==> config.mk <==
export PLATFORM = sky130hd
export DESIGN_NAME = transpose_job_scheduler
export DESIGN_NICKNAME = d
export VERILOG_FILES = /design/src/rtl/transpose_pkg.sv /design/src/rtl/sync_fifo.sv /design/src/rtl/transpose_job_scheduler.sv
export SDC_FILE = /design/constraint.sdc
export NUM_CORES = 1
export LEC_CHECK = 0
export ABC_CLOCK_PERIOD_IN_PS = 11600
export BUFFER_PORTS_ARGS = -buffer_cell sky130_fd_sc_hd__buf_2
export CORE_UTILIZATION = 40
export DETAILED_ROUTE_END_ITERATION = 8
export GPL_TIMING_DRIVEN = 0
export PLACE_DENSITY = 0.66
export SKIP_LAST_GASP = 1
export SYNTH_ARGS = -nofsm -noshare
export SYNTH_HDL_FRONTEND = slang
export SYNTH_HIERARCHICAL = 1
export SYNTH_SLANG_ARGS = --single-unit
==> constraint.sdc <==
create_clock -name clk_i -period 11.6 [get_ports clk_i]
set_clock_uncertainty 0.05 [all_clocks]
set_input_delay 1.74 -clock clk_i [delete_from_list [all_inputs] [get_ports clk_i]]
set_output_delay 1.74 -clock clk_i [all_outputs]
set_load 0.01 [all_outputs]
==> src/rtl/transpose_pkg.sv <==
// rtl/transpose_pkg.sv - shared types and constants for the transpose job scheduler
package transpose_pkg;

    typedef struct packed {
        logic [31:0] src;
        logic [31:0] dst;
        logic [15:0] count;
        logic [11:0] length;
        logic [1:0]  d;
        logic [1:0]  r_s;
        logic        dir;
        logic [3:0]  tag;
    } job_t;

    typedef struct packed {
        logic [3:0] tag;
        logic [2:0] status;
    } cpl_t;

    localparam int JOB_W = $bits(job_t);
    localparam int CPL_W = $bits(cpl_t);

    localparam logic [2:0] CPL_OK      = 3'd0;
    localparam logic [2:0] CPL_AXI_ERR = 3'd1;
    localparam logic [2:0] CPL_RED_ERR = 3'd2;
    localparam logic [2:0] CPL_FLUSHED = 3'd3;
    localparam logic [2:0] CPL_BAD_CFG = 3'd4;

    typedef enum logic [1:0] {
        IDLE   = 2'd0,
        LAUNCH = 2'd1,
        RUN    = 2'd2,
        FLUSH  = 2'd3
    } sched_state_t;

    // A job with nothing to move is rejected without touching the controller.
    function automatic logic job_cfg_bad(job_t j);
        return (j.count == 16'd0) || (j.length == 12'd0);
    endfunction

endpackage

==> src/rtl/sync_fifo.sv <==
// rtl/sync_fifo.sv - single-clock FIFO with full/empty/count status
module sync_fifo #(
    parameter int WIDTH = 8,
    parameter int DEPTH = 4
) (
    input  logic                         clk_i,
    input  logic                         rstn_i,
    input  logic                         push,
    input  logic [WIDTH-1:0]             push_data,
    input  logic                         pop,
    output logic [WIDTH-1:0]             pop_data,
    output logic                         full,
    output logic                         empty,
    output logic [$clog2(DEPTH+1)-1:0]   count
);

    localparam int AW = $clog2(DEPTH);
    localparam int CW = $clog2(DEPTH+1);

    logic [WIDTH-1:0] mem [DEPTH];
    logic [AW-1:0]    wr_ptr;
    logic [AW-1:0]    rd_ptr;
    logic [CW-1:0]    count_q;
    logic             do_push;
    logic             do_pop;

    assign full    = (count_q == CW'(DEPTH));
    assign empty   = (count_q == '0);
    assign count   = count_q;
    assign do_push = push && !full;
    assign do_pop  = pop && !empty;
    // Head is forced to zero while empty so stale entries never leak out.
    assign pop_data = empty ? '0 : mem[rd_ptr];

    always_ff @(posedge clk_i) begin
        if (!rstn_i) begin
            wr_ptr  <= '0;
            rd_ptr  <= '0;
            count_q <= '0;
        end else begin
            if (do_push) wr_ptr <= wr_ptr + AW'(1);
            if (do_pop)  rd_ptr <= rd_ptr + AW'(1);
            case ({do_push, do_pop})
                2'b10:   count_q <= count_q + CW'(1);
                2'b01:   count_q <= count_q - CW'(1);
                default: count_q <= count_q;
            endcase
        end
    end

    always_ff @(posedge clk_i) begin
        if (do_push) mem[wr_ptr] <= push_data;
    end

endmodule

==> src/rtl/transpose_job_scheduler.sv <==
// rtl/transpose_job_scheduler.sv - queues transpose jobs, launches them and reports completions
module transpose_job_scheduler #(
    parameter int QDEPTH = 4
) (
    input  logic                          clk_i,
    input  logic                          rstn_i,
    input  logic                          job_valid_i,
    output logic                          job_ready_o,
    input  logic [31:0]                   job_src_addr_i,
    input  logic [31:0]                   job_dst_addr_i,
    input  logic [15:0]                   job_word_count_i,
    input  logic [11:0]                   job_word_length_i,
    input  logic [1:0]                    job_d_i,
    input  logic [1:0]                    job_r_s_i,
    input  logic                          job_direction_i,
    input  logic [3:0]                    job_tag_i,
    input  logic                          stop_on_error_i,
    input  logic                          irq_en_i,
    output logic                          ctrl_start_o,
    output logic [31:0]                   ctrl_src_addr_o,
    output logic [31:0]                   ctrl_dst_addr_o,
    output logic [11:0]                   ctrl_data_word_length_o,
    output logic [1:0]                    ctrl_d_o,
    output logic [1:0]                    ctrl_r_s_o,
    output logic                          ctrl_direction_o,
    output logic [15:0]                   ctrl_data_word_count_o,
    output logic [1:0]                    ctrl_status_o,
    input  logic [15:0]                   ctrl_data_word_count_i,
    input  logic [1:0]                    ctrl_status_i,
    input  logic                          ctrl_irq_i,
    input  logic                          ctrl_busy_i,
    output logic                          cpl_valid_o,
    input  logic                          cpl_ready_i,
    output logic [3:0]                    cpl_tag_o,
    output logic [2:0]                    cpl_status_o,
    output logic [$clog2(QDEPTH+1)-1:0]   pending_o,
    output logic                          busy_o,
    output logic                          irq_o
);

    import transpose_pkg::*;

    localparam int CW = $clog2(QDEPTH+1);

    sched_state_t state_q, state_d;

    job_t        job_in, job_head, cfg_q;
    cpl_t        cpl_in, cpl_head;
    logic [15:0] count_q;
    logic [1:0]  status_q;

    logic          job_push, job_pop, job_full, job_empty;
    logic [CW-1:0] job_count;
    logic          cpl_push, cpl_pop, cpl_full, cpl_empty;
    logic [CW-1:0] cpl_count;
    logic          launch_ok, head_bad, load_cfg;
    logic          unused_bits;

    always_comb begin
        job_in        = '0;
        job_in.src    = job_src_addr_i;
        job_in.dst    = job_dst_addr_i;
        job_in.count  = job_word_count_i;
        job_in.length = job_word_length_i;
        job_in.d      = job_d_i;
        job_in.r_s    = job_r_s_i;
        job_in.dir    = job_direction_i;
        job_in.tag    = job_tag_i;
    end

    assign job_ready_o = rstn_i && !job_full && (state_q != FLUSH);
    assign job_push    = job_valid_i && job_ready_o;
    assign cpl_valid_o = !cpl_empty;
    assign cpl_pop     = cpl_ready_i && cpl_valid_o;

    sync_fifo #(.WIDTH(JOB_W), .DEPTH(QDEPTH)) u_job_q (
        .clk_i     (clk_i),
        .rstn_i    (rstn_i),
        .push      (job_push),
        .push_data (job_in),
        .pop       (job_pop),
        .pop_data  (job_head),
        .full      (job_full),
        .empty     (job_empty),
        .count     (job_count)
    );

    sync_fifo #(.WIDTH(CPL_W), .DEPTH(QDEPTH)) u_cpl_q (
        .clk_i     (clk_i),
        .rstn_i    (rstn_i),
        .push      (cpl_push),
        .push_data (cpl_in),
        .pop       (cpl_pop),
        .pop_data  (cpl_head),
        .full      (cpl_full),
        .empty     (cpl_empty),
        .count     (cpl_count)
    );

    // Requiring completion space before launch guarantees the RUN-state push never drops.
    assign launch_ok = !job_empty && !cpl_full && !ctrl_busy_i;
    assign head_bad  = job_cfg_bad(job_head);

    always_ff @(posedge clk_i) begin
        if (!rstn_i) state_q <= IDLE;
        else         state_q <= state_d;
    end

    always_comb begin
        state_d = state_q;
        case (state_q)
            IDLE:    if (launch_ok && !head_bad) state_d = LAUNCH;
            LAUNCH:  state_d = RUN;
            RUN:     if (ctrl_irq_i)
                         state_d = ((status_q != 2'b00) && stop_on_error_i) ? FLUSH : IDLE;
            FLUSH:   if (job_empty) state_d = IDLE;
            default: state_d = IDLE;
        endcase
    end

    always_comb begin
        job_pop       = 1'b0;
        cpl_push      = 1'b0;
        cpl_in        = '0;
        load_cfg      = 1'b0;
        ctrl_start_o  = 1'b0;
        case (state_q)
            IDLE: begin
                if (launch_ok) begin
                    job_pop = 1'b1;
                    if (head_bad) begin
                        cpl_push      = 1'b1;
                        cpl_in.tag    = job_head.tag;
                        cpl_in.status = CPL_BAD_CFG;
                    end else begin
                        load_cfg = 1'b1;
                    end
                end
            end
            LAUNCH: ctrl_start_o = 1'b1;
            RUN: begin
                if (ctrl_irq_i) begin
                    cpl_push      = 1'b1;
                    cpl_in.tag    = cfg_q.tag;
                    cpl_in.status = {1'b0, status_q};
                end
            end
            FLUSH: begin
                if (!cpl_full && !job_empty) begin
                    job_pop       = 1'b1;
                    cpl_push      = 1'b1;
                    cpl_in.tag    = job_head.tag;
                    cpl_in.status = CPL_FLUSHED;
                end
            end
            default: ;
        endcase
    end

    always_ff @(posedge clk_i) begin
        if (!rstn_i) begin
            cfg_q    <= '0;
            count_q  <= '0;
            status_q <= '0;
        end else if (load_cfg) begin
            cfg_q    <= job_head;
            count_q  <= job_head.count;
            status_q <= 2'b00;
        end else if (state_q == RUN) begin
            count_q  <= ctrl_data_word_count_i;
            status_q <= ctrl_status_i;
        end
    end

    assign ctrl_src_addr_o         = cfg_q.src;
    assign ctrl_dst_addr_o         = cfg_q.dst;
    assign ctrl_data_word_length_o = cfg_q.length;
    assign ctrl_d_o                = cfg_q.d;
    assign ctrl_r_s_o              = cfg_q.r_s;
    assign ctrl_direction_o        = cfg_q.dir;
    assign ctrl_data_word_count_o  = count_q;
    assign ctrl_status_o           = status_q;

    assign cpl_tag_o    = cpl_head.tag;
    assign cpl_status_o = cpl_head.status;
    assign pending_o    = job_count;
    assign busy_o       = (state_q != IDLE);
    assign irq_o        = irq_en_i && cpl_valid_o;

    assign unused_bits = ^{cpl_count, cfg_q.count};

endmodule
**Yosys cells after proc, flatten, opt, wreduce, memory -nomap -nowiden**

Memories as Yosys holds them, arrays and structs flattened. A register that Yosys moved wholly into a read port is not among the register bits.
Index checks and enable logic that the tools add are counted.

- Add/subtract/negate cells: 8
- $mul: 0
- Divide/modulo/power cells: 0
- Magnitude comparators: 0
- Equal/unequal tests: 13
- Shift-type cells: 0
- Multiplexer cells: 35
- Bitwise gates (word level): 1
- Reductions and logical operators: 32

Operator list:

| cell | number |
|---|---|
| $mux W101 | 1 |
| $mux W7 | 5 |
| $mux W16 | 2 |
| $pmux W7 S3 | 1 |
| $logic_not A16 Y1 | 1 |
| $mux W2 | 8 |
| $logic_and A1 B1 Y1 | 13 |
| $mux W1 | 13 |
| $logic_not A12 Y1 | 1 |
| $pmux W3 S2 | 2 |
| $reduce_bool A2 Y1 | 5 |
| $add A2 B1 Y2 const B | 4 |
| $eq A2 B2 Y1 const B | 4 |
| $pmux W2 S4 | 1 |
| $add A3 B1 Y3 const B | 2 |
| $eq A2 B1 Y1 const B | 3 |
| $eq A3 B3 Y1 const B | 2 |
| $logic_not A1 Y1 | 6 |
| $logic_not A3 Y1 | 2 |
| $ne A2 B2 Y1 const B | 3 |
| $sub A3 B1 Y3 const B | 2 |
| $pmux W1 S3 | 1 |
| $reduce_and A3 Y1 | 1 |
| $logic_not A2 Y1 | 1 |
| 5 further kinds | 5 |

- Bits in registers: 119
- Bits in latches: 0
- RAM bits: 432
- ROM bits: 0
- Input bits: 127
- Output and inout bits: 114
- Word-level logic and storage cells: 107
- Memories: 2

Memories:

| memory | depth | bits a word | rd ports | clocked after Yosys merged registers in | wr ports | RTL line | source |
|---|---|---|---|---|---|---|---|
| u_job_q.mem | 4 | 101 | 1 | 1 | 1 | sync_fifo.sv:20 | `logic [WIDTH-1:0] mem [DEPTH];` |
| u_cpl_q.mem | 4 | 7 | 1 | 1 | 1 | sync_fifo.sv:20 |  |

**Depth between registers and ports, before layout**

Gate-level depths: netlist of the first run.

- Depth in word-level cells: 10
- Depth in mapped cells: 18
- Gate-level depth less buffers: 15

**Modules after synthesis**

Netlist of the first run, hierarchy kept.

Modules (own cells, without submodules):

| module | instances | cells each | area an instance (um^2) | sequential area each (um^2) |
|---|---|---|---|---|
| sync_fifo at u_job_q | 1 | 693 | 15751.4 | 12311.8 |
| transpose_job_scheduler | 1 | 588 | 5019.8 | 2102.0 |
| sync_fifo at u_cpl_q | 1 | 99 | 1630.3 | 1021.0 |

**Least setup slack after synthesis of the first run**

Ideal clock, no wire load.

- Path type: input to register
- Start point: in rstn_i
- End point: mem u_job_q/mem[0][0] in the netlist's numbering, enable pin
- Library setup time: 0.471 ns
- Arrival time: 4.985 ns
- Data required time: 11.079 ns
- Setup slack: 6.094 ns
- Stages on the path: 5
- Buffers on the path: 1
- Cell sequence: nor3b_1 -> and2_1 -> nor2b_1 -> clkbuf_1 -> and2_1

- Word-level cells in the longest chain between the ends: 6

RTL lines:

| what | RTL line | source |
|---|---|---|
| start, declared | transpose_job_scheduler.sv:6 | `input logic rstn_i,` |
| $logic_and A1 B1 Y1 (2 in a row) | transpose_job_scheduler.sv:71 | `assign job_ready_o = rstn_i && !job_full && (state_q != FLUSH);` |
| $logic_and A1 B1 Y1 | transpose_job_scheduler.sv:72 | `assign job_push = job_valid_i && job_ready_o;` |
| via job_push | transpose_job_scheduler.sv:52 | `logic job_push, job_pop, job_full, job_empty;` |
| $logic_and A1 B1 Y1 | sync_fifo.sv:30 | `assign do_push = push && !full;` |
| $mux W1 | sync_fifo.sv:52 | `if (do_push) mem[wr_ptr] <= push_data;` |
| $mux W1 (implied by the code) | sync_fifo.sv:52 |  |
| end, declared | sync_fifo.sv:20 |  |

The timed path passes the listed nets, and every way through them passes these cells.

==> impl_metrics.prom, run 1 <==
# TYPE chip_impl_metric gauge
chip_impl_metric{name="place.detailed.hpwl",unit="mm"} 32.8
chip_impl_metric{name="drt.antenna.violating_nets",unit=""} 0
chip_impl_metric{name="design.die.area",unit="µm²"} 57000
chip_impl_metric{name="report.final.slew_viol_count",unit=""} 0
chip_impl_metric{name="die_y",unit="µm"} 239
chip_impl_metric{name="cp_max_fo",unit=""} 10
chip_impl_metric{name="worst-path-buf-inv",unit=""} 5
chip_impl_metric{name="routed_wire_per_std_cell",unit="µm"} 20.0
chip_impl_info{name="yosysMostFrequentCell",value="sky130_fd_sc_hd__edfxtp_1"} 1
chip_impl_metric{name="die_x",unit="µm"} 239
chip_impl_metric{name="cts-hold-fix-buffers",unit=""} 0
chip_impl_info{name="synth_largest_area_cell",value="sky130_fd_sc_hd__edfxtp_1"} 1
chip_impl_metric{name="syn2layout_area_growth",unit="%"} 19.0
chip_impl_info{name="post_synth_most_frequent_cells",value="432 x sky130_fd_sc_hd__edfxtp_1, 207 x sky130_fd_sc_hd__nand2_1, 123 x sky130_fd_sc_hd__dfxtp_1, 108 x sky130_fd_sc_hd__mux4_2, 104 x sky130_fd_sc_hd__nor2b_1"} 1
chip_impl_info{name="status",value="completed"} 1
chip_impl_metric{name="pin_count",unit=""} 241
chip_impl_info{name="timing.critical_path.slowest_stage_cell",value="sky130_fd_sc_hd__clkbuf_1"} 1
chip_impl_metric{name="place_worst_setup_slack",unit="ns"} 6.76
chip_impl_metric{name="clkLatencyLatePin",unit="ns"} 0.60
chip_impl_info{name="synth_top_flop_cell",value="sky130_fd_sc_hd__edfxtp_1"} 1
chip_impl_metric{name="floorplan.initialDensity",unit=""} 0.406
chip_impl_metric{name="synth_enable_flop_cells",unit=""} 432
chip_impl_metric{name="cts_buffer_depth",unit=""} 3
chip_impl_metric{name="synth.ff_latch_count",unit=""} 555
chip_impl_metric{name="drv.max_cap_violation_count",unit=""} 0
chip_impl_metric{name="layout_nets",unit=""} 1832
chip_impl_metric{name="final_hold_viol_count",unit=""} 0
chip_impl_metric{name="synth-async-reset-ratio",unit=""} 0
chip_impl_metric{name="cts.clk_slew.worst_paths",unit="ns"} 0.06
chip_impl_metric{name="postLayoutCoreUtil",unit=""} 0.483
chip_impl_metric{name="drt_drc",unit=""} 0
chip_impl_metric{name="synth.yosys.seq_area_share",unit=""} 0.689
chip_impl_metric{name="vias_in_the_first_global_route",unit=""} 12709
chip_impl_metric{name="groute.usage.overall",unit=""} 0.175
chip_impl_metric{name="cp_slowest_stage_delay",unit="ns"} 0.69
chip_impl_metric{name="worst-endpoint-arrival",unit="ns"} 5.18
chip_impl_metric{name="power.static_leakage",unit="µW"} 0.00953
chip_impl_metric{name="avgSynthCellArea",unit="µm²"} 16.2
chip_impl_metric{name="drt_first_pass_iters",unit=""} 5
chip_impl_metric{name="postSynthCellCount",unit=""} 1380
chip_impl_info{name="cp-start-kind",value="register"} 1
chip_impl_metric{name="ctsHtreeMaxLevel",unit=""} 2
chip_impl_info{name="worst_path_dominant_cell_family",value="simple AND/OR/NAND/NOR gates"} 1
chip_impl_metric{name="postCtsSetupBuffers",unit=""} 0
chip_impl_metric{name="ff2ff_setup_slack",unit="ns"} 6.88
chip_impl_metric{name="post-route-period-util",unit=""} 0.407
chip_impl_info{name="tritoncts",value="yes"} 1
chip_impl_metric{name="drive_gt1_frac",unit=""} 0.340
chip_impl_info{name="criticalPathCategory",value="register to register"} 1
chip_impl_metric{name="yosys_warn_count",unit=""} 6
chip_impl_metric{name="irDropWorstVdd",unit="V"} 0.000104
chip_impl_metric{name="period_needed",unit="ns"} 4.72
chip_impl_metric{name="setup_total_negative_slack",unit="ns"} 0
chip_impl_metric{name="syn-cell-area",unit="µm²"} 22400
chip_impl_metric{name="grt_antenna_before_repair",unit=""} 13
chip_impl_metric{name="wl",unit="mm"} 49.6
chip_impl_metric{name="nFillCells",unit=""} 4741
chip_impl_metric{name="post_cts_resize_count",unit=""} 0
chip_impl_metric{name="gpl.final_weighted_congestion",unit=""} 0.778
chip_impl_metric{name="post_synth_num_cell_types",unit=""} 47
chip_impl_metric{name="drt-initial-drc-count",unit=""} 649
chip_impl_metric{name="fmax",unit="MHz"} 212
chip_impl_info{name="worst_setup_path_end_kind",value="register"} 1
chip_impl_metric{name="r2r_depth",unit=""} 18
chip_impl_metric{name="setup_viol",unit=""} 0
chip_impl_metric{name="cts_num_sinks",unit=""} 555
chip_impl_metric{name="numCtsBuffers",unit=""} 57
chip_impl_metric{name="vias",unit=""} 12186
chip_impl_metric{name="fin_worst_hold_slack",unit="ns"} 0.404
chip_impl_info{name="ys_top_cells_by_area",value="sky130_fd_sc_hd__edfxtp_1 58%, sky130_fd_sc_hd__dfxtp_1 11%, sky130_fd_sc_hd__mux4_2 11%, sky130_fd_sc_hd__nand2_1 3.5%, sky130_fd_sc_hd__nor2b_1 2.9%"} 1
chip_impl_metric{name="routed_via_density",unit=""} 4.90
chip_impl_info{name="r2r-end",value="u_cpl_q/count[2]$_SDFFE_PN0P_"} 1
chip_impl_info{name="cp-endpoint",value="u_cpl_q/count[2]$_SDFFE_PN0P_"} 1
chip_impl_metric{name="grt_max_degree",unit=""} 51
chip_impl_metric{name="critical_path_depth",unit=""} 18
chip_impl_metric{name="maxSlewHeadroom",unit=""} 0.388
chip_impl_metric{name="num_rows",unit=""} 86
chip_impl_metric{name="placeableCoreArea",unit="µm²"} 55200
chip_impl_metric{name="powerDensity",unit="nW/µm²"} 171
chip_impl_info{name="ctsRootBufferMaster",value="sky130_fd_sc_hd__clkbuf_16"} 1
chip_impl_info{name="cell_by_cell_trace_of_the_critical_path",value="clkbuf_1, buf_2, mux4_2, and2b_1, nor4_1, nand4_1, nand2_1, nand2_1, a31oi_1, nor2b_1, buf_2, inv_1, ha_1, inv_1, fa_1, xor2_1, or3_1, a21boi_0"} 1
chip_impl_metric{name="finalWorstSetupSlack",unit="ns"} 6.88
chip_impl_metric{name="synth.net_count",unit=""} 1525
chip_impl_metric{name="total_gr_overflow",unit=""} 0
chip_impl_metric{name="required",unit="ns"} 12.06
chip_impl_metric{name="placement.io_buffers",unit=""} 240
chip_impl_metric{name="global_route_wire_length_before_repair",unit="mm"} 74.8
chip_impl_info{name="hold_class",value="register to register"} 1
chip_impl_metric{name="timing_worst_slew_pin_value",unit="ns"} 0.918
chip_impl_info{name="grt_setup_unrepaired",value="no"} 1
chip_impl_metric{name="synth_top_cell_area_share",unit=""} 0.579
-- tightest hold or removal path, stage by stage, from the launching register on --
cell,delay [ns]
sky130_fd_sc_hd__dfxtp_1,0.30
sky130_fd_sc_hd__nand2_1,0.05
sky130_fd_sc_hd__a21boi_1,0.05
-- cell usage in the layout (no fill, tap or decap), types with 5 or more instances in the layout --
master                      count
sky130_fd_sc_hd__a21boi_0      38
sky130_fd_sc_hd__a21boi_1      51
sky130_fd_sc_hd__and2_1        10
sky130_fd_sc_hd__buf_16         8
sky130_fd_sc_hd__buf_2        262
sky130_fd_sc_hd__buf_4         85
sky130_fd_sc_hd__buf_6         20
sky130_fd_sc_hd__bufinv_16      5
sky130_fd_sc_hd__clkbuf_1      40
sky130_fd_sc_hd__clkbuf_16     57
sky130_fd_sc_hd__clkbuf_8       9
sky130_fd_sc_hd__clkinv_1       7
sky130_fd_sc_hd__clkinv_2       7
sky130_fd_sc_hd__dfxtp_1      123
sky130_fd_sc_hd__edfxtp_1     432
sky130_fd_sc_hd__ha_1          16
sky130_fd_sc_hd__inv_1         18
sky130_fd_sc_hd__mux2i_1       22
sky130_fd_sc_hd__mux4_2       108
sky130_fd_sc_hd__nand2_1      207
sky130_fd_sc_hd__nor2_1         5
sky130_fd_sc_hd__nor2b_1      104
sky130_fd_sc_hd__nor2b_4        8
sky130_fd_sc_hd__nor4_1         7
sky130_fd_sc_hd__o211a_1       17
sky130_fd_sc_hd__o21ai_0        7
-- logic make-up (layout without fill, tap and decap cells) --
kind of cell             count (synthesis)  in the layout  share of synthesized area
other                                    0              4                          0
XOR/XNOR                                 4              4                    0.00156
flip-flops                             555            555                      0.689
adder cells (fa/ha/maj)                 18             18                     0.0107
multiplexers                           130            130                      0.118
AO/OA/AOI/OAI                          130            130                     0.0449
buffers and inverters                  175            528                     0.0521
AND/OR/NAND/NOR                        368            368                     0.0834
-- state kept, by name, indices dropped and copies added (netlist names), 2 cells and up, named ones only --
signal	cells
ctrl_r_s_o	2
ctrl_data_word_count_o	16
ctrl_d_o	2
u_job_q/wr_ptr	2
ctrl_src_addr_o	32
u_cpl_q/mem	28
ctrl_data_word_length_o	12
u_cpl_q/rd_ptr	2
u_cpl_q/wr_ptr	2
u_job_q/count	3
cfg_q	4
ctrl_dst_addr_o	32
ctrl_status_o	2
state_q	2
u_job_q/mem	404
u_cpl_q/count	3
u_job_q/rd_ptr	2
-- layer usage --
layer,share of wire,global-route usage
met1,0.42,0.224
met2,0.50,0.298
met3,0.054,0.0405
met4,0.021,0.0505
met5,0.0025,0
-- power breakdown --
part	switching, µW	internal, µW
combinational	289	200
clock	746	1070
sequential	27.1	2210
total	1060	3480
-- layout make-up --
cell class                 instances  area [µm²]  share of cell area
clock buffer                      79        1600              0.0600
antenna                            4        10.0            0.000376
clock inverter                    26         269              0.0101
multi-input combinational        650        5810               0.218
timing repair buffer             248        1420              0.0533
inverter                          18        67.6             0.00254
buffer                           157        1100              0.0412
sequential                       555       15400               0.579
tap                              748         936              0.0351
-- per-stage QoR --
step	cell area, µm²	power [µW]	std cells
6_report	26600	4540	2485
5_1_grt	26600	4710	2484
4_1_cts	26600	4610	2481
3_5_place_dp	24800	2780	2376
3_3_place_gp	24500	2770	2368
2_1_floorplan	22400	2590	1380
-- worst min-delay path by stage --
stage,end,startpoint,cells after the start,slack (ns)
floorplan,cfg_q[0]$_SDFFE_PN0P_,cfg_q[0]$_SDFFE_PN0P_,2,0.38
global placement,cfg_q[1]$_SDFFE_PN0P_,cfg_q[1]$_SDFFE_PN0P_,2,0.39
detailed placement,ctrl_data_word_length_o[9]$_SDFFE_PN0P_,ctrl_data_word_length_o[9]$_SDFFE_PN0P_,2,0.40
CTS,ctrl_data_word_length_o[9]$_SDFFE_PN0P_,ctrl_data_word_length_o[9]$_SDFFE_PN0P_,2,0.41
global route,cfg_q[0]$_SDFFE_PN0P_,cfg_q[0]$_SDFFE_PN0P_,2,0.42
finish,ctrl_data_word_length_o[3]$_SDFFE_PN0P_,ctrl_data_word_length_o[3]$_SDFFE_PN0P_,2,0.40
Power figures use the tool's default switching activity.
==> run 2, diff against run 1 <==
--- a/config.mk
+++ b/config.mk
@@ -5,7 +5,8 @@
 export SDC_FILE = /design/constraint.sdc
 export NUM_CORES = 1
 export LEC_CHECK = 0
-export ABC_CLOCK_PERIOD_IN_PS = 11600
+export ABC_AREA = 1
+export ABC_CLOCK_PERIOD_IN_PS = 4400
 export BUFFER_PORTS_ARGS = -buffer_cell sky130_fd_sc_hd__buf_2
 export CORE_UTILIZATION = 40
 export DETAILED_ROUTE_END_ITERATION = 8
==> constraint.sdc (replaced) <==
create_clock -name clk_i -period 4.4 [get_ports clk_i]
set_clock_uncertainty 0.05 [all_clocks]
set_input_delay 0.66 -clock clk_i [delete_from_list [all_inputs] [get_ports clk_i]]
set_output_delay 0.66 -clock clk_i [all_outputs]
set_load 0.01 [all_outputs]
==> run 2 against run 1 <==
  * Clock-buffer cell count is 5 lower
  * Sequential power grew to 2.7 times the previous value
  * Fmax rose by 18%
  * Combinational power grew to 4.6 times the previous value
  * Cell count up 31%
  * Wire length increased by 25%
  * Critical path depth up 4
  * Via count grew 34%
  * Critical path type unchanged
  * Critical endpoint unchanged
  * Largest cell class unchanged
==> impl_metrics.prom, run 2 <==
# TYPE chip_impl_metric gauge
chip_impl_metric{name="vias_in_the_first_global_route",unit=""} 15779
chip_impl_metric{name="synth.net_count",unit=""} 2281
chip_impl_metric{name="layout_nets",unit=""} 2596
chip_impl_metric{name="largest_reg_flops",unit=""} 404
chip_impl_metric{name="synth_compound_gate_area_share",unit=""} 0.0959
chip_impl_info{name="largest_family_of_logic_cells_by_synthesized_area",value="simple AND/OR/NAND/NOR gates"} 1
chip_impl_metric{name="synth.ff_latch_count",unit=""} 555
chip_impl_metric{name="required",unit="ns"} 4.85
chip_impl_metric{name="cts_num_sinks",unit=""} 555
chip_impl_metric{name="placement.io_buffers",unit=""} 240
chip_impl_metric{name="global_route_wire_length_before_repair",unit="mm"} 92.3
chip_impl_metric{name="drt-initial-drc-count",unit=""} 1372
chip_impl_metric{name="place.detailed.hpwl",unit="mm"} 41.5
chip_impl_metric{name="postSynthCellCount",unit=""} 2136
chip_impl_info{name="layout_common_cells",value="522 x sky130_fd_sc_hd__nor2_1, 432 x sky130_fd_sc_hd__edfxtp_1, 275 x sky130_fd_sc_hd__buf_2"} 1
chip_impl_metric{name="yosys.area_share.xor_xnor",unit=""} 0
chip_impl_metric{name="floorplan.initialDensity",unit=""} 0.405
chip_impl_info{name="ctsRootBufferMaster",value="sky130_fd_sc_hd__clkbuf_16"} 1
chip_impl_metric{name="grt_antenna_before_repair",unit=""} 14
chip_impl_metric{name="yosys_warn_count",unit=""} 6
chip_impl_metric{name="drive_gt1_frac",unit=""} 0.212
chip_impl_metric{name="fmax",unit="MHz"} 249
chip_impl_metric{name="groute.usage.overall",unit=""} 0.213
chip_impl_info{name="most_common_cell_after_layout_fill_and_taps_aside",value="sky130_fd_sc_hd__nor2_1"} 1
chip_impl_metric{name="grt_max_degree",unit=""} 27
chip_impl_metric{name="cp_max_fo",unit=""} 10
chip_impl_info{name="synth_top_flop_cell",value="sky130_fd_sc_hd__edfxtp_1"} 1
chip_impl_info{name="yosysMostFrequentCell",value="sky130_fd_sc_hd__nor2_1"} 1
chip_impl_metric{name="finalWorstSetupSlack",unit="ns"} 0.390
chip_impl_metric{name="worst-endpoint-arrival",unit="ns"} 4.46
chip_impl_info{name="status",value="completed"} 1
chip_impl_info{name="cp-start-kind",value="register"} 1
chip_impl_metric{name="post_synth_num_cell_types",unit=""} 27
chip_impl_info{name="ys_top_cells_by_area",value="sky130_fd_sc_hd__edfxtp_1 57%, sky130_fd_sc_hd__dfxtp_1 11%, sky130_fd_sc_hd__nor2_1 8.7%, sky130_fd_sc_hd__a21oi_1 4.7%, sky130_fd_sc_hd__nand2_1 4.5%"} 1
chip_impl_metric{name="die_x",unit="µm"} 241
chip_impl_metric{name="setup_total_negative_slack",unit="ns"} 0
chip_impl_metric{name="routed_wire_per_std_cell",unit="µm"} 19.0
chip_impl_metric{name="drt_drc",unit=""} 0
chip_impl_metric{name="gpl.final_weighted_congestion",unit=""} 0.837
chip_impl_metric{name="placedInstanceArea",unit="µm²"} 25300
chip_impl_metric{name="vias",unit=""} 16378
chip_impl_metric{name="synth-async-reset-ratio",unit=""} 0
chip_impl_metric{name="timing_worst_slew_pin_value",unit="ns"} 1.07
chip_impl_metric{name="numCtsBuffers",unit=""} 57
chip_impl_metric{name="maxSlewHeadroom",unit=""} 0.285
chip_impl_metric{name="drt.antenna.violating_nets",unit=""} 0
chip_impl_metric{name="ctsHtreeMaxLevel",unit=""} 2
chip_impl_metric{name="cts-hold-fix-buffers",unit=""} 0
chip_impl_metric{name="die_y",unit="µm"} 241
chip_impl_metric{name="total_power",unit="µW"} 13200
chip_impl_info{name="tritoncts",value="yes"} 1
chip_impl_metric{name="powerDensity",unit="nW/µm²"} 484
chip_impl_metric{name="cts.clk_slew.worst_paths",unit="ns"} 0.06
chip_impl_metric{name="synth_top_cell_area_share",unit=""} 0.570
chip_impl_metric{name="postCtsSetupBuffers",unit=""} 0
chip_impl_metric{name="syn2layout_area_growth",unit="%"} 19.6
chip_impl_metric{name="synthAdderAreaFrac",unit=""} 0.0105
chip_impl_info{name="synth_largest_area_cell",value="sky130_fd_sc_hd__edfxtp_1"} 1
chip_impl_metric{name="irDropWorstVdd",unit="V"} 0.000301
chip_impl_metric{name="drv.max_cap_violation_count",unit=""} 0
chip_impl_metric{name="final_hold_viol_count",unit=""} 0
chip_impl_metric{name="report.final.slew_viol_count",unit=""} 0
chip_impl_metric{name="total_gr_overflow",unit=""} 0
chip_impl_metric{name="post_cts_resize_count",unit=""} 0
chip_impl_metric{name="fin_area",unit="µm²"} 27200
chip_impl_metric{name="avgSynthCellArea",unit="µm²"} 10.7
chip_impl_info{name="hold_class",value="input port to register"} 1
chip_impl_metric{name="setup_viol",unit=""} 0
chip_impl_metric{name="place_worst_setup_slack",unit="ns"} 0.188
chip_impl_metric{name="syn-cell-area",unit="µm²"} 22800
chip_impl_metric{name="synth_enable_flop_cells",unit=""} 432
chip_impl_metric{name="yosys-mux-area-fraction",unit=""} 0.000879
chip_impl_metric{name="clkLatencyLatePin",unit="ns"} 0.62
chip_impl_info{name="worst_setup_path_end_kind",value="register"} 1
chip_impl_metric{name="pin_count",unit=""} 241
chip_impl_metric{name="num_rows",unit=""} 87
chip_impl_info{name="post_synth_most_frequent_cells",value="526 x sky130_fd_sc_hd__nor2_1, 432 x sky130_fd_sc_hd__edfxtp_1, 270 x sky130_fd_sc_hd__nand2_1, 213 x sky130_fd_sc_hd__a21oi_1, 167 x sky130_fd_sc_hd__o21ai_0"} 1
chip_impl_metric{name="routed_via_density",unit=""} 5.02
chip_impl_metric{name="period_needed",unit="ns"} 4.01
chip_impl_metric{name="cts_buffer_depth",unit=""} 3
chip_impl_metric{name="wl",unit="mm"} 61.9
chip_impl_metric{name="placeableCoreArea",unit="µm²"} 56300
chip_impl_info{name="grt_setup_unrepaired",value="no"} 1
chip_impl_metric{name="fraction_of_the_mapped_netlist_area_in_simple_logic_gates",unit=""} 0.143
chip_impl_metric{name="design.die.area",unit="µm²"} 57900
chip_impl_metric{name="power.static_leakage",unit="µW"} 0.0105
chip_impl_metric{name="drt_first_pass_iters",unit=""} 5
chip_impl_info{name="criticalPathCategory",value="register to register"} 1
chip_impl_info{name="registers.top_by_ff_count",value="u_job_q/mem"} 1
chip_impl_metric{name="synth.yosys.seq_area_share",unit=""} 0.678
chip_impl_metric{name="post-route-period-util",unit=""} 0.911
run 2: cell types whose count changed after synthesis, sizes merged, moves of 15 or more:
cell,change
nand4,+15
nand2,+67
inv,+70
o21ai,+211
a21oi,+209
a21boi,-89
o211a,-17
buf,+30
nor2b,-112
nor2,+522
mux2i,-20
mux4,-108
run 2: routing by layer:
metal,wire length [µm],part of all wire,up-vias,global-route usage
met5,87,0.0014,-,0
met4,1740,0.028,14,0.0793
met3,4240,0.069,109,0.0334
met2,29900,0.48,555,0.351
met1,25900,0.42,7903,0.283
li1,-,-,7797,-
run 2: kinds of logic (layout without fill, tap and decap cells):
| logic type | after synthesis | count (layout) |
|---|---|---|
| flip-flops | 555 | 555 |
| other | 0 | 9 |
| adder cells (fa/ha/maj) | 18 | 18 |
| AND/OR/NAND/NOR | 838 | 838 |
| buffers and inverters | 287 | 651 |
| multiplexers | 2 | 2 |
| AO/OA/AOI/OAI | 436 | 436 |
run 2: stage by stage:
stage          hold WS (ns)  cells  utilization
3_5_place_dp          0.407   3148        0.450
6_report              0.203   3265        0.484
4_1_cts               0.169   3256        0.484
2_1_floorplan         0.394   2136            -
3_3_place_gp          0.402   3132        0.443
5_1_grt               0.184   3261        0.484
run 2: final timing paths:
kind	start	to	slack, ns	cells after the start
max	u_job_q/count[1]$_SDFFE_PN0P_	u_cpl_q/count[2]$_SDFFE_PN0P_	0.39	22
min	job_dst_addr_i[6]	u_job_q/mem[0][43]$_DFFE_PP_	0.20	1
max reg2reg	u_job_q/count[1]$_SDFFE_PN0P_	u_cpl_q/count[2]$_SDFFE_PN0P_	0.39	22
min reg2reg	ctrl_src_addr_o[3]$_SDFFE_PN0P_	ctrl_src_addr_o[3]$_SDFFE_PN0P_	0.41	2
run 2: cell type report:
class	instances	area (µm²)
flip-flops and latches	555	15400
well taps	756	946
multi-input cells	1294	5730
plain buffers	199	1310
repair buffers	256	1560
fillers	5057	29000
diodes	9	22.5
clock inverters	34	363
clock buffers	74	1550
inverters	88	330
run 2: critical path: stages, from the launching register on:
cell and delay, ns:
sky130_fd_sc_hd__dfxtp_1 0.34, sky130_fd_sc_hd__nor2_1 0.14, sky130_fd_sc_hd__nand2_1 0.16, sky130_fd_sc_hd__inv_1 0.11, sky130_fd_sc_hd__buf_2 0.40, sky130_fd_sc_hd__buf_2 0.34, sky130_fd_sc_hd__a21oi_1 0.17, sky130_fd_sc_hd__nor2_1 0.14
sky130_fd_sc_hd__nand2_1 0.07, sky130_fd_sc_hd__nor2_1 0.13, sky130_fd_sc_hd__nand2_2 0.21, sky130_fd_sc_hd__nand2_1 0.13, sky130_fd_sc_hd__nand2_1 0.12, sky130_fd_sc_hd__a31oi_1 0.32, sky130_fd_sc_hd__nand2_2 0.17, sky130_fd_sc_hd__ha_1 0.25
sky130_fd_sc_hd__inv_1 0.09, sky130_fd_sc_hd__fa_1 0.21, sky130_fd_sc_hd__inv_1 0.06, sky130_fd_sc_hd__nand2_1 0.06, sky130_fd_sc_hd__nand3_1 0.09, sky130_fd_sc_hd__nor2_1 0.10, sky130_fd_sc_hd__nor2_1 0.05
run 2: report_power, final:
part           internal, µW  switching [µW]
Combinational           721            1540
Sequential             5910             106
Clock                  2900            2010
Total                  9530            3660
